### src/rtl/dm_sba_pkg.sv
// Shared types and helpers for the debug-module system-bus access engine.
package dm_sba_pkg;

  typedef enum logic [2:0] {
    SBA_IDLE,
    SBA_RD_REQ,
    SBA_RD_WAIT,
    SBA_WR_REQ,
    SBA_WR_WAIT
  } sba_state_e;

  typedef enum logic [2:0] {
    SBERR_NONE     = 3'd0,
    SBERR_TIMEOUT  = 3'd1,
    SBERR_BADALIGN = 3'd3,
    SBERR_BADSIZE  = 3'd4
  } sberr_e;

  // Byte-lane mask for a 2^size-byte access starting at byte offset, clipped to the bus.
  function automatic logic [7:0] sba_be(input logic [2:0] size, input logic [2:0] offset,
                                        input int unsigned bus_width);
    logic [15:0] ones;
    logic [15:0] lanes;
    ones  = (16'd1 << (16'd1 << size)) - 16'd1;
    lanes = (16'd1 << (bus_width / 8)) - 16'd1;
    return 8'((ones << offset) & lanes);
  endfunction

endpackage

### src/rtl/dm_sba_burst_if.sv
// Host-side request/response port of the SBA engine; master drives req, slave answers gnt/r_valid.
interface dm_sba_burst_if #(
  parameter int unsigned BusWidth = 32
);
  logic                    req;
  logic [BusWidth-1:0]     add;
  logic                    we;
  logic [BusWidth-1:0]     wdata;
  logic [BusWidth/8-1:0]   be;
  logic                    gnt;
  logic                    r_valid;
  logic [BusWidth-1:0]     r_rdata;

  modport master (output req, add, we, wdata, be, input gnt, r_valid, r_rdata);
  modport slave  (input req, add, we, wdata, be, output gnt, r_valid, r_rdata);
endinterface

### src/rtl/dm_sba_timeout.sv
// Per-phase watchdog: reloads on load_i, counts while en_i, flags expiry after TimeoutCycles
// enabled cycles. TimeoutCycles == 0 never expires.
module dm_sba_timeout #(
  parameter int unsigned TimeoutCycles = 1024
) (
  input  logic clk_i,
  input  logic rst_i,
  input  logic load_i,
  input  logic en_i,
  output logic expired_o
);
  localparam int unsigned CntW = (TimeoutCycles > 1) ? $clog2(TimeoutCycles) : 1;
  localparam logic [CntW-1:0] LoadVal = (TimeoutCycles > 0) ? CntW'(TimeoutCycles - 1) : '0;

  logic [CntW-1:0] cnt_d, cnt_q;

  always_comb begin
    cnt_d = cnt_q;
    if (load_i) begin
      cnt_d = LoadVal;
    end else if (en_i && (cnt_q != '0)) begin
      cnt_d = cnt_q - CntW'(1);
    end
  end

  always_ff @(posedge clk_i) begin
    if (rst_i) cnt_q <= '0;
    else       cnt_q <= cnt_d;
  end

  assign expired_o = (TimeoutCycles != 0) && en_i && (cnt_q == '0);
endmodule

### src/rtl/dm_sba_burst.sv
// SBA engine: CSR triggers become single writes or autoincrementing read bursts on the host port.
// Trigger->req 1 cycle, r_valid->sbdata_valid 1 cycle; req held until gnt, phases bounded by timeout.
module dm_sba_burst
  import dm_sba_pkg::*;
#(
  parameter int unsigned BusWidth      = 32,
  parameter int unsigned MaxBurst      = 8,
  parameter int unsigned TimeoutCycles = 1024
) (
  input  logic                           clk_i,
  input  logic                           rst_i,
  input  logic                           dmactive_i,
  input  logic [BusWidth-1:0]            sbaddress_i,
  input  logic                           sbaddress_write_valid_i,
  output logic [BusWidth-1:0]            sbaddress_o,
  input  logic [2:0]                     sbaccess_i,
  input  logic                           sbreadonaddr_i,
  input  logic                           sbreadondata_i,
  input  logic                           sbautoincrement_i,
  input  logic [$clog2(MaxBurst+1)-1:0]  sbburstlen_i,
  input  logic [BusWidth-1:0]            sbdata_i,
  input  logic                           sbdata_write_valid_i,
  input  logic                           sbdata_read_valid_i,
  output logic [BusWidth-1:0]            sbdata_o,
  output logic                           sbdata_valid_o,
  output logic                           sbbusy_o,
  output logic                           sbbusyerror_o,
  output logic                           sberror_valid_o,
  output logic [2:0]                     sberror_o,
  dm_sba_burst_if.master                 host
);
  localparam int unsigned NumBytes = BusWidth / 8;
  localparam int unsigned OffW     = $clog2(NumBytes);
  localparam int unsigned BlW      = $clog2(MaxBurst + 1);

  sba_state_e          state_d, state_q;
  logic [BusWidth-1:0] addr_d, addr_q;
  logic [2:0]          size_d, size_q;
  logic [BusWidth-1:0] wdata_d, wdata_q;
  logic [BlW-1:0]      beats_d, beats_q;
  logic [BusWidth-1:0] rdata_d, rdata_q;
  logic                rvld_d, rvld_q;
  logic                busyerr_d, busyerr_q;
  logic                err_vld_d, err_vld_q;
  sberr_e              err_d, err_q;

  logic                trig_wr, trig_rd, any_strobe;
  logic                bad_size, bad_align, expired, req;
  logic [BlW-1:0]      burst_len;
  logic [BusWidth-1:0] eff_addr, align_mask, wdata_rep, addr_inc;
  logic [BusWidth-1:0] rd_shift, rd_mask, rd_beat;
  logic [7:0]          be_full;

  assign trig_wr    = sbdata_write_valid_i;
  assign trig_rd    = (sbaddress_write_valid_i && sbreadonaddr_i) ||
                      (sbdata_read_valid_i && sbreadondata_i);
  assign any_strobe = sbaddress_write_valid_i || sbdata_write_valid_i || sbdata_read_valid_i;

  // A readonaddr trigger must check and use the address being written this cycle.
  assign eff_addr   = sbaddress_write_valid_i ? sbaddress_i : addr_q;
  assign bad_size   = (32'd8 << sbaccess_i) > BusWidth;
  assign align_mask = (BusWidth'(1) << sbaccess_i) - BusWidth'(1);
  assign bad_align  = (eff_addr & align_mask) != '0;
  assign addr_inc   = addr_q + (BusWidth'(1) << size_q);

  always_comb begin
    burst_len = sbburstlen_i;
    if (sbburstlen_i == '0)                burst_len = BlW'(1);
    else if (sbburstlen_i > BlW'(MaxBurst)) burst_len = BlW'(MaxBurst);
  end

  always_comb begin
    wdata_rep = '0;
    for (int i = 0; i < NumBytes; i++) begin
      wdata_rep[8*i +: 8] = sbdata_i[8*(i & ((1 << sbaccess_i) - 1)) +: 8];
    end
  end

  assign rd_shift = host.r_rdata >> {addr_q[OffW-1:0], 3'b000};
  assign rd_mask  = ((32'd8 << size_q) >= BusWidth) ? '1
                  : (BusWidth'(1) << (32'd8 << size_q)) - BusWidth'(1);
  assign rd_beat  = rd_shift & rd_mask;

  always_comb begin
    state_d   = state_q;
    addr_d    = addr_q;
    size_d    = size_q;
    wdata_d   = wdata_q;
    beats_d   = beats_q;
    rdata_d   = rdata_q;
    rvld_d    = 1'b0;
    busyerr_d = 1'b0;
    err_vld_d = 1'b0;
    err_d     = SBERR_NONE;

    case (state_q)
      SBA_IDLE: begin
        if (sbaddress_write_valid_i) addr_d = sbaddress_i;
        if (trig_wr || trig_rd) begin
          if (bad_size) begin
            err_vld_d = 1'b1;
            err_d     = SBERR_BADSIZE;
          end else if (bad_align) begin
            err_vld_d = 1'b1;
            err_d     = SBERR_BADALIGN;
          end else if (trig_wr) begin
            state_d = SBA_WR_REQ;
            size_d  = sbaccess_i;
            wdata_d = wdata_rep;
            beats_d = '0;
          end else begin
            state_d = SBA_RD_REQ;
            size_d  = sbaccess_i;
            beats_d = burst_len;
          end
        end
      end
      SBA_RD_REQ, SBA_WR_REQ: begin
        if (host.gnt) begin
          state_d = (state_q == SBA_RD_REQ) ? SBA_RD_WAIT : SBA_WR_WAIT;
        end else if (expired) begin
          state_d   = SBA_IDLE;
          beats_d   = '0;
          err_vld_d = 1'b1;
          err_d     = SBERR_TIMEOUT;
        end
      end
      SBA_RD_WAIT, SBA_WR_WAIT: begin
        if (host.r_valid) begin
          if (sbautoincrement_i) addr_d = addr_inc;
          if (state_q == SBA_RD_WAIT) begin
            rdata_d = rd_beat;
            rvld_d  = 1'b1;
            beats_d = beats_q - BlW'(1);
            state_d = (beats_q > BlW'(1)) ? SBA_RD_REQ : SBA_IDLE;
          end else begin
            state_d = SBA_IDLE;
          end
        end else if (expired) begin
          state_d   = SBA_IDLE;
          beats_d   = '0;
          err_vld_d = 1'b1;
          err_d     = SBERR_TIMEOUT;
        end
      end
      default: state_d = SBA_IDLE;
    endcase

    if ((state_q != SBA_IDLE) && any_strobe) busyerr_d = 1'b1;

    // Deactivation is a silent abort: no error, no data, address forgotten.
    if (!dmactive_i) begin
      state_d   = SBA_IDLE;
      addr_d    = '0;
      beats_d   = '0;
      rvld_d    = 1'b0;
      busyerr_d = 1'b0;
      err_vld_d = 1'b0;
      err_d     = SBERR_NONE;
    end
  end

  always_ff @(posedge clk_i) begin
    if (rst_i) begin
      state_q   <= SBA_IDLE;
      addr_q    <= '0;
      size_q    <= '0;
      wdata_q   <= '0;
      beats_q   <= '0;
      rdata_q   <= '0;
      rvld_q    <= 1'b0;
      busyerr_q <= 1'b0;
      err_vld_q <= 1'b0;
      err_q     <= SBERR_NONE;
    end else begin
      state_q   <= state_d;
      addr_q    <= addr_d;
      size_q    <= size_d;
      wdata_q   <= wdata_d;
      beats_q   <= beats_d;
      rdata_q   <= rdata_d;
      rvld_q    <= rvld_d;
      busyerr_q <= busyerr_d;
      err_vld_q <= err_vld_d;
      err_q     <= err_d;
    end
  end

  dm_sba_timeout #(
    .TimeoutCycles (TimeoutCycles)
  ) u_timeout (
    .clk_i     (clk_i),
    .rst_i     (rst_i),
    .load_i    (state_d != state_q),
    .en_i      (state_q != SBA_IDLE),
    .expired_o (expired)
  );

  assign req        = (state_q == SBA_RD_REQ) || (state_q == SBA_WR_REQ);
  assign be_full    = sba_be(size_q, 3'(addr_q[OffW-1:0]), BusWidth);
  assign host.req   = req;
  assign host.we    = (state_q == SBA_WR_REQ);
  assign host.add   = req ? {addr_q[BusWidth-1:OffW], {OffW{1'b0}}} : '0;
  assign host.wdata = (state_q == SBA_WR_REQ) ? wdata_q : '0;
  assign host.be    = req ? be_full[NumBytes-1:0] : '0;

  assign sbaddress_o     = addr_q;
  assign sbdata_o        = rdata_q;
  assign sbdata_valid_o  = rvld_q;
  assign sbbusy_o        = (state_q != SBA_IDLE);
  assign sbbusyerror_o   = busyerr_q;
  assign sberror_valid_o = err_vld_q;
  assign sberror_o       = err_q;
endmodule

### src/flat_wrapper.sv
// flat-port wrapper written by rule: the top's interface ports become plain ports
module dm_sba_burst_flat import dm_sba_pkg::*;
#(
  parameter int unsigned BusWidth      = 32,
  parameter int unsigned MaxBurst      = 8,
  parameter int unsigned TimeoutCycles = 1024
)
  (clk_i, rst_i, dmactive_i, sbaddress_i, sbaddress_write_valid_i, sbaddress_o, sbaccess_i, sbreadonaddr_i, sbreadondata_i, sbautoincrement_i, sbburstlen_i, sbdata_i, sbdata_write_valid_i, sbdata_read_valid_i, sbdata_o, sbdata_valid_o, sbbusy_o, sbbusyerror_o, sberror_valid_o, sberror_o, host_req, host_add, host_we, host_wdata, host_be, host_gnt, host_r_valid, host_r_rdata);
  dm_sba_burst_if #(.BusWidth(BusWidth)) host_i ();
  input  logic clk_i;
  input  logic rst_i;
  input  logic dmactive_i;
  input  logic [BusWidth-1:0] sbaddress_i;
  input  logic sbaddress_write_valid_i;
  output logic [BusWidth-1:0] sbaddress_o;
  input  logic [2:0] sbaccess_i;
  input  logic sbreadonaddr_i;
  input  logic sbreadondata_i;
  input  logic sbautoincrement_i;
  input  logic [$clog2(MaxBurst+1)-1:0] sbburstlen_i;
  input  logic [BusWidth-1:0] sbdata_i;
  input  logic sbdata_write_valid_i;
  input  logic sbdata_read_valid_i;
  output logic [BusWidth-1:0] sbdata_o;
  output logic sbdata_valid_o;
  output logic sbbusy_o;
  output logic sbbusyerror_o;
  output logic sberror_valid_o;
  output logic [2:0] sberror_o;
  output wire logic [$bits(host_i.req)-1:0] host_req;
  output wire logic [$bits(host_i.add)-1:0] host_add;
  output wire logic [$bits(host_i.we)-1:0] host_we;
  output wire logic [$bits(host_i.wdata)-1:0] host_wdata;
  output wire logic [$bits(host_i.be)-1:0] host_be;
  input wire logic [$bits(host_i.gnt)-1:0] host_gnt;
  input wire logic [$bits(host_i.r_valid)-1:0] host_r_valid;
  input wire logic [$bits(host_i.r_rdata)-1:0] host_r_rdata;
  assign host_req = host_i.req;
  assign host_add = host_i.add;
  assign host_we = host_i.we;
  assign host_wdata = host_i.wdata;
  assign host_be = host_i.be;
  assign host_i.gnt = host_gnt;
  assign host_i.r_valid = host_r_valid;
  assign host_i.r_rdata = host_r_rdata;
  dm_sba_burst #(.BusWidth(BusWidth), .MaxBurst(MaxBurst), .TimeoutCycles(TimeoutCycles)) u_core (.clk_i(clk_i), .rst_i(rst_i), .dmactive_i(dmactive_i), .sbaddress_i(sbaddress_i), .sbaddress_write_valid_i(sbaddress_write_valid_i), .sbaddress_o(sbaddress_o), .sbaccess_i(sbaccess_i), .sbreadonaddr_i(sbreadonaddr_i), .sbreadondata_i(sbreadondata_i), .sbautoincrement_i(sbautoincrement_i), .sbburstlen_i(sbburstlen_i), .sbdata_i(sbdata_i), .sbdata_write_valid_i(sbdata_write_valid_i), .sbdata_read_valid_i(sbdata_read_valid_i), .sbdata_o(sbdata_o), .sbdata_valid_o(sbdata_valid_o), .sbbusy_o(sbbusy_o), .sbbusyerror_o(sbbusyerror_o), .sberror_valid_o(sberror_valid_o), .sberror_o(sberror_o), .host(host_i));
endmodule
### config.mk
export PLATFORM = sky130hd
export DESIGN_NAME = dm_sba_burst_flat
export DESIGN_NICKNAME = d
export VERILOG_FILES = /design/src/rtl/dm_sba_pkg.sv /design/src/rtl/dm_sba_burst_if.sv /design/src/rtl/dm_sba_timeout.sv /design/src/rtl/dm_sba_burst.sv /design/src/flat_wrapper.sv
export SDC_FILE = /design/constraint.sdc
export NUM_CORES = 1
export LEC_CHECK = 0
export CAP_MARGIN = 10
export CORE_MARGIN = 1
export CORE_UTILIZATION = 35
export CTS_BUF_LIST = sky130_fd_sc_hd__clkbuf_16
export CTS_CLUSTER_SIZE = 12
export DETAILED_ROUTE_END_ITERATION = 7
export PLACE_DENSITY_LB_ADDON = 0.1
export SYNTH_ARGS = -nofsm -noshare
export SYNTH_HDL_FRONTEND = slang
export SYNTH_SLANG_ARGS = --single-unit
### constraint.sdc
create_clock -name clk_i -period 7.3 [get_ports clk_i]
set_input_delay 1.095 -clock clk_i [delete_from_list [all_inputs] [get_ports clk_i]]
set_output_delay 1.095 -clock clk_i [all_outputs]
set_load 0.05 [all_outputs]
==> results.txt, run 1 <==
The flow ran to the end, and the final reports show no timing, DRC or antenna violations. The largest total area in the synthesized netlist belongs to sky130_fd_sc_hd__dfxtp_1. The first global-routing pass estimated 42600 um of wire. A synthesized cell averages 7.94 um^2.

The number of instances in the placed design is 1430. Highest cell delay on the worst timing path: 0.83 ns. The startpoint identified for the worst register-to-register timing path is u_core.size_q[0]$_SDFFE_PP0P_. The number of antenna diodes in the final layout is 0. From synthesis to final layout, the design area changed by 42.3%. Yosys attributes the largest share of cell area to sky130_fd_sc_hd__dfxtp_1 (32%), sky130_fd_sc_hd__mux2i_1 (10%), sky130_fd_sc_hd__nor2_1 (6.2%). The tools report the final design area excluding fillers as 0.0109 mm^2. In this run, the number of DRC markers left after iteration 0 of detailed routing was 438.

The commonest cells after synthesis are sky130_fd_sc_hd__nor2_1 (127), sky130_fd_sc_hd__dfxtp_1 (122), sky130_fd_sc_hd__mux2i_1 (78). In the final design database the tool counted 1304 nets. The biggest fanout along the worst timing path works out to 33.

In this run the worst hold path is classified as reg -> reg. For the pin with the worst max-slew slack, the measured transition is 1.24 ns. The tools report the final number of max-transition violations as 0.

The number of global-route vias before repair was 7606. For the top-level port count, the log shows 255. Clock skew on the completed layout was measured at 0.0117 ns. The end point of the most critical hold path is u_core.beats_q[2]$_SDFFE_PP0P_. The run gives 0.43 ns as the latest clock arrival within the worst-skew pair. The number of setup buffers added after CTS is 0. The iteration count of the initial detailed-routing pass was 5; the power per unit of standard cell area was 173 mW/mm^2. The tools report the number of max-capacitance violations reported as 0. The die is 150 um wide. Setup violations remaining at the end of the flow were counted as 0.

The slowest stage of the critical path belongs to the cell sky130_fd_sc_hd__ha_1. TritonCTS built the clock tree. The logs give 4 for the number of H-tree levels and 53 for the number of core rows. Total wirelength of the detailed-routed design: 27400 um.

Summed over all cells, the static leakage comes to 4.30 nW. The cell area after technology mapping was 0.00765 mm^2. The effective utilization at floorplan is 0.361. Traced cell by cell, the critical path runs through clkdlybuf4s50_1, nor2_1, nand2_1, ha_1, o22ai_1, or2_1, nor2_1, nand4_4, mux2i_1, nor2_1. The data arrival time of the critical path is 4.77 ns, and the count of flip-flops with a built-in enable after synthesis is 0. The logs give 3.70 ns for the worst-case register-to-register setup slack and 2117 for the final-layout fill cell count.

Synthesis produced 964 cells. The area of the die is 0.0225 mm^2, and the height of the chip is 150 um. Using the TritonRoute via totals, the vias-per-cell ratio works out to 5.43.

CTS placed an instance of sky130_fd_sc_hd__clkbuf_16 at the clock tree root. For the maximum number of pins on one net before global-route repair, the log shows 52. The most common cell in the synthesized netlist is sky130_fd_sc_hd__nor2_1. Endpoint of the worst register-to-register path: u_core.sbaddress_o[12]$_SDFFE_PP0P_. Proportion of layout cells with a drive suffix above 1: 0.0725. At the worst endpoint, the required time is 7.59 ns. Number of standard cells in the final layout excluding fillers: 1462. The tools report the post-detailed-route DRC marker count as 0. Port buffering added 252 buffers. The number of buffers and inverters on the critical path was 1; the post-placement cell area was 0.0103 mm^2. The minimum clock period works out to 4.49 ns.

The most numerous cell type found on the critical path is sky130_fd_sc_hd__nor2_1. The final route contains 7932 vias. The tools report the area occupied by multi-input gates as 0.00482 mm^2. The kind of capture point of the worst setup path is a register. Relative slew slack: 0.171. Setup repair after global routing left no endpoint under its margin. Count of clock tree sinks: 122. Gates resized during post-CTS repair numbered 0.

The total negative slack for setup checks was 0 ns; the count of unique library cells instantiated by Yosys was 71. The largest delay contributor family on the critical path was simple AND/OR/NAND/NOR gates. Final hold violation count: 0.

Critical setup path kind: in -> reg. The flip-flop and latch count after synthesis was 122. The startpoint of the most critical hold path is u_core.beats_q[2]$_SDFFE_PP0P_. The run gives 0 as the residual antenna-violating net count after detailed routing.

The total of warnings raised by yosys came out at 0. Maximum ir drop on the vdd rail: 0.157 mV. The total congestion overflow is 0, and the buffer depth of the longest clock path is 2.

The routed length per placed instance works out to 18.7 um. The share of synthesized registers carrying an async set or reset is 0, and the length in cells of the worst reg-to-reg path is 12. The fraction of synthesized cell area taken by the top area cell type was 0.319; the fraction of the cycle the final worst path needs was 0.615.

STA classifies the critical path startpoint as a primary input. The post-detailed-placement half-perimeter wirelength came out at 19500 um. Clock-pin slew was measured on the worst setup and hold paths at 0.06 ns.

The final weighted congestion of routability-driven global placement was 0.905; the quantity of hold-fixing buffers added after cts was 0. The core area is 0.0212 mm^2. Sequential cell area fraction in the yosys report: 0.319.

The worst hold path passes through 2 cells. The sequential cells in the finished layout cover a total of 0.00244 mm^2. For this run, the leading register cell type out of synthesis is sky130_fd_sc_hd__dfxtp_1. Clock tree synthesis inserted a total of 17 buffers. The overall fraction of global-route tracks in use was 0.244.

The top achievable clock speed is 223 MHz, and the initial antenna violation count is 2.
-- flip-flops by register name, summed over array words and instances (netlist names) --
name	flops
u_core.u_timeout.cnt_q	10
u_core.sberror_o	3
u_core.wdata_q	32
u_core.sbdata_o	32
u_core.size_q	3
u_core.sbbusyerror_o	1
u_core.state_q	3
u_core.sbdata_valid_o	1
u_core.sberror_valid_o	1
u_core.beats_q	4
u_core.sbaddress_o	32
-- report_power, final --
| group | internal, mW | leakage (nW) | total, mW | switching (mW) |
|---|---|---|---|---|
| Sequential | 0.686 | 0.988 | 0.710 | 0.0243 |
| Clock | 0.501 | 0.272 | 0.839 | 0.338 |
| Combinational | 0.147 | 3.04 | 0.332 | 0.185 |
-- worst max-delay path by stage --
| stage | from | endpoint | slack, ns | cells after the start |
|---|---|---|---|---|
| after floorplan | u_core.sbaddress_o[0]$_SDFFE_PP0P_ | host_be[3] | 3.06 | 7 |
| after global placement | sbaccess_i[1] | u_core.wdata_q[20]$_SDFFE_PP0P_ | 2.48 | 10 |
| after detailed placement | sbaccess_i[1] | u_core.wdata_q[17]$_SDFFE_PP0P_ | 2.39 | 10 |
| after CTS | sbaccess_i[1] | u_core.wdata_q[17]$_SDFFE_PP0P_ | 2.80 | 10 |
| after global routing | sbaccess_i[1] | u_core.wdata_q[10]$_SDFFE_PP0P_ | 2.44 | 10 |
| final | sbaccess_i[1] | u_core.wdata_q[15]$_SDFFE_PP0P_ | 2.81 | 10 |
-- worst register-to-register path, stage by stage, from the launching register on --
cell and delay [ns]:
sky130_fd_sc_hd__dfxtp_1 0.45, sky130_fd_sc_hd__or3_1 0.45, sky130_fd_sc_hd__inv_1 0.07, sky130_fd_sc_hd__ha_1 0.18, sky130_fd_sc_hd__inv_1 0.06, sky130_fd_sc_hd__fa_1 0.41
sky130_fd_sc_hd__nor2b_1 0.13, sky130_fd_sc_hd__o21ai_0 0.12, sky130_fd_sc_hd__a21oi_1 0.33, sky130_fd_sc_hd__o211ai_1 0.42, sky130_fd_sc_hd__nor2_1 0.51, sky130_fd_sc_hd__a211oi_1 0.15
sky130_fd_sc_hd__a311oi_1 0.24
-- metal layers --
metal / track usage / vias to the layer above / part of all wire
met5: 0 / - / 0.00084
met4: 0.0641 / 4 / 0.015
met3: 0.0744 / 35 / 0.085
met2: 0.391 / 291 / 0.46
met1: 0.317 / 3698 / 0.44
li1: - / 3904 / -
-- final cells by class --
class / count / share of cell area
clock buffers: 17 / 0.0391
clock inverters: 15 / 0.0138
inverters: 27 / 0.00931
multi-input cells: 741 / 0.442
flip-flops and latches: 122 / 0.224
well taps: 275 / 0.0316
repair buffers: 265 / 0.240
-- per-stage QoR --
stage	setup WS (ns)	power, mW	utilization	hold WS (ns)
2_1_floorplan	3.06	0.916	-	0.444
3_3_place_gp	2.48	1.05	0.486	0.470
3_5_place_dp	2.39	1.06	0.486	0.473
4_1_cts	2.80	1.90	0.513	0.485
5_1_grt	2.44	1.96	0.513	0.513
6_report	2.81	1.88	0.513	0.487
-- cell families (layout without fill, tap and decap cells) --
kind of cell             count (synthesis)  in the layout  share of synthesized area
multiplexers                           103            103                      0.139
AO/OA/AOI/OAI                          218            218                      0.184
XOR/XNOR                                19             19                     0.0217
buffers and inverters                  103            324                     0.0536
other                                    2              4                   0.000981
flip-flops                             122            122                      0.319
AND/OR/NAND/NOR                        380            380                      0.253
adder cells (fa/ha/maj)                 17             17                     0.0284
-- placed cells by master, fill, tap and decap left out, types with 17 or more instances in the layout --
cell                              count
sky130_fd_sc_hd__a21oi_1             44
sky130_fd_sc_hd__a22oi_1             22
sky130_fd_sc_hd__and2_1              24
sky130_fd_sc_hd__and3_1              41
sky130_fd_sc_hd__clkbuf_16           17
sky130_fd_sc_hd__clkdlybuf4s50_1    250
sky130_fd_sc_hd__dfxtp_1            122
sky130_fd_sc_hd__inv_1               27
sky130_fd_sc_hd__mux2_2              25
sky130_fd_sc_hd__mux2i_1             78
sky130_fd_sc_hd__nand2_1             67
sky130_fd_sc_hd__nor2_1             127
sky130_fd_sc_hd__nor3_1              28
sky130_fd_sc_hd__o21ai_0             68
Power figures use the tool's default switching activity.
==> inputs of run 2 (changes only) <==
==> constraint.sdc (replaced) <==
create_clock -name clk_i -period 3.75 [get_ports clk_i]
set_input_delay 0.5625 -clock clk_i [delete_from_list [all_inputs] [get_ports clk_i]]
set_output_delay 0.5625 -clock clk_i [all_outputs]
set_load 0.05 [all_outputs]
==> run 2 against run 1 <==
Effect of this change:
- setup slack lost 2.4 ns
- global-route usage grew 0.12 points
- power grew 100%
- non-clock buffer count grew 18
- flip-flop and latch count is the same
- clock-buffer cell count is the same
- combinational power grew 100%
- critical path depth grew 2
- largest power group unchanged
- via count grew 0.93%
==> results.txt, run 2 (same netlist as run 1, synthesis figures left out) <==
The routed design could run at a clock period as short as 3.35 ns. By startpoint and endpoint, the worst setup path is classified as reg -> reg. The overall fraction of global-route tracks in use came out at 0.245. The core area is 0.0212 mm^2, and the total wirelength of the detailed-routed design is 27500 um. The height of the chip is 150 um, and the maximum number of pins on one net before global-route repair is 55. The post-detailed-route DRC marker count was 0. Walking the worst path, the cells encountered are or3_1, inv_1, ha_1, inv_1, fa_1, nor2b_1, o21ai_0, a21oi_1, o211ai_1, o21ai_0, a21oi_1, a2111oi_0. Effective utilization at floorplan: 0.361.

The number of global-route vias before repair is 7725, and the data arrival time of the critical path is 3.64 ns. TritonCTS built the clock tree. Number of H-tree levels: 4.

The tree built by TritonCTS fans out to 122 sinks. For the total congestion overflow, the log shows 0. The number of buffers inserted during clock tree synthesis was 17; the via count was 8006.

Of all nets on the critical path, the largest fanout is 11. Together, buffers and inverters on the worst path number 2. Switching component of the power: 1.07 mW. The first routing iteration left 400 violations. Routed length per placed instance: 18.6 um.

The tools report the kind of capture point of the worst setup path as a register. The run finished with clean final reports. For the relative slew slack, the log shows 0.231. In this run the post-CTS setup repair buffer count came out at 0. The final setup slack of the worst path is 0.398 ns, and the area added between synthesis and finish is 52.2%.

Setup repair after global routing left no endpoint under its margin. The portion of total power attributed to the clock network was 0.464; the share of power burned in registers was 0.362. The highest cell delay on the worst timing path was 0.43 ns; the iteration count of the initial detailed-routing pass was 5.

Setup violations remaining at the end of the flow were counted as 0. The buffer depth of the longest clock path came out at 2. Based on the critical path, the design can be clocked at up to 298 MHz. The later pin in the worst-skew pair is clocked with a latency of 0.43 ns. The worst hold path belongs to the class reg -> reg. Port buffering added 252 buffers. The post-place setup slack was 0.277 ns. The final hold violation count was 0; the number of instances resized during post-cts repair was 0.

The detail-routed via count per cell is 5.41. Routability-driven placement finished with a final weighted congestion of 0.905. In the layout the commonest cells are sky130_fd_sc_hd__clkdlybuf4s50_1 (192), sky130_fd_sc_hd__nor2_1 (127), sky130_fd_sc_hd__dfxtp_1 (122).

The worst-case register-to-register setup slack came out at 0.40 ns. After clock tree synthesis, the clock-pin slew on the worst setup and hold paths is 0.06 ns. In this run, post-CTS hold repair placed 0 buffers. The switching fraction of total power was 0.280. Across the VDD grid, the largest voltage drop is 0.299 mV. In this run the horizontal extent of the chip is 150 um. STA puts the critical path data required time at 4.04 ns.

The slew of the pin with the lowest slew margin was 1.14 ns; the initial antenna violation count was 1. The final number of max-transition violations was 0. Proportion of layout cells with a drive suffix above 1: 0.134. The final-stage net count came out at 1322. For the total negative slack for setup checks, the log shows 0 ns. The first-pass GRT wire length is 42600 um. The tools report the clock tree root driver cell as sky130_fd_sc_hd__clkbuf_16.

The repair_antennas step left the layout with diodes totalling 0. The analysis attributes to cell leakage a power of 4.68 nW. Once detail routing completed, the nets flagged for antenna violations numbered 0. The wire-length estimate of the detail-placed layout is 20000 um. The largest delay contributor family on the critical path is compound AO/OA/AOI/OAI gates. The area of the die came out at 0.0225 mm^2. The run gives 0.0142 ns as the worst clock skew. Among all stages on the critical path, the largest delay is contributed by sky130_fd_sc_hd__o211ai_1.

Leading cell type in the layout, fill and taps excluded: sky130_fd_sc_hd__clkdlybuf4s50_1. The power per unit of standard cell area was 327 mW/mm^2. The relative contribution of combinational cells to total power was 0.174. Across the run, the number of max-cap violations was 0. The logs give 2.74 mW for the internal cell power and 255 for the top-level port count.

The number of core rows is 53. The fraction of the cycle the final worst path needs was 0.894. The tools report the startpoint type of the worst setup path as a register.
==> run 2: cell types whose count changed in the layout (fill, tap and decap cells not counted), sizes merged <==
cell	change
clkdlybuf4s50	-58
buf	+76
bufinv	+2
clkinv	-2
==> run 2: power groups by stage <==
stage | Sequential, mW | Clock, mW | Combinational [mW]
floorplan | 1.46 | 0 | 0.326
global placement | 1.40 | 0 | 0.660
detailed placement | 1.40 | 0 | 0.662
CTS | 1.38 | 1.80 | 0.666
global route | 1.38 | 1.86 | 0.720
finish | 1.38 | 1.77 | 0.664
==> run 2: per-layer routing <==
layer	up-vias	share of wire	global-route usage
met2	307	0.46	0.392
li1	3931	-	-
met5	-	0	0
met1	3731	0.43	0.310
met3	37	0.089	0.0771
met4	0	0.022	0.0859
==> run 2: stage by stage <==
stage | cells | hold WS (ns) | area [um^2] | total power, mW | utilization
after CTS | 1480 | 0.488 | 11600 | 3.85 | 0.549
final | 1480 | 0.489 | 11600 | 3.81 | 0.549
after global placement | 1448 | 0.466 | 11000 | 2.06 | 0.520
after detailed placement | 1448 | 0.477 | 11000 | 2.07 | 0.520
after floorplan | 966 | 0.444 | 7660 | 1.78 | -
after global routing | 1480 | 0.509 | 11600 | 3.96 | 0.549
==> run 2: worst register-to-register path, stage by stage, from the launching register on <==
cell and delay (ns):
sky130_fd_sc_hd__dfxtp_1 0.39, sky130_fd_sc_hd__or3_1 0.40, sky130_fd_sc_hd__inv_1 0.07, sky130_fd_sc_hd__ha_1 0.18, sky130_fd_sc_hd__inv_1 0.06, sky130_fd_sc_hd__fa_1 0.40, sky130_fd_sc_hd__nor2b_1 0.12, sky130_fd_sc_hd__o21ai_0 0.11
sky130_fd_sc_hd__a21oi_1 0.30, sky130_fd_sc_hd__o211ai_1 0.43, sky130_fd_sc_hd__o21ai_0 0.29, sky130_fd_sc_hd__a21oi_1 0.09, sky130_fd_sc_hd__a2111oi_0 0.39
==> run 2: layout make-up <==
class / instances / area [um^2]
tap: 275 / 344
fill: 2010 / 9570
multi-input combinational: 741 / 4810
clock buffer: 17 / 425
sequential: 122 / 2440
clock inverter: 15 / 198
inverter: 27 / 101
timing repair buffer: 283 / 3330
==> run 2: final timing paths <==
path | startpoint | cells after the start | end
min reg2reg | u_core.beats_q[3]$_SDFFE_PP0P_ | 2 | u_core.beats_q[3]$_SDFFE_PP0P_
max | u_core.size_q[1]$_SDFFE_PP0P_ | 12 | u_core.sbaddress_o[16]$_SDFFE_PP0P_
max reg2reg | u_core.size_q[1]$_SDFFE_PP0P_ | 12 | u_core.sbaddress_o[16]$_SDFFE_PP0P_
min | u_core.beats_q[3]$_SDFFE_PP0P_ | 2 | u_core.beats_q[3]$_SDFFE_PP0P_
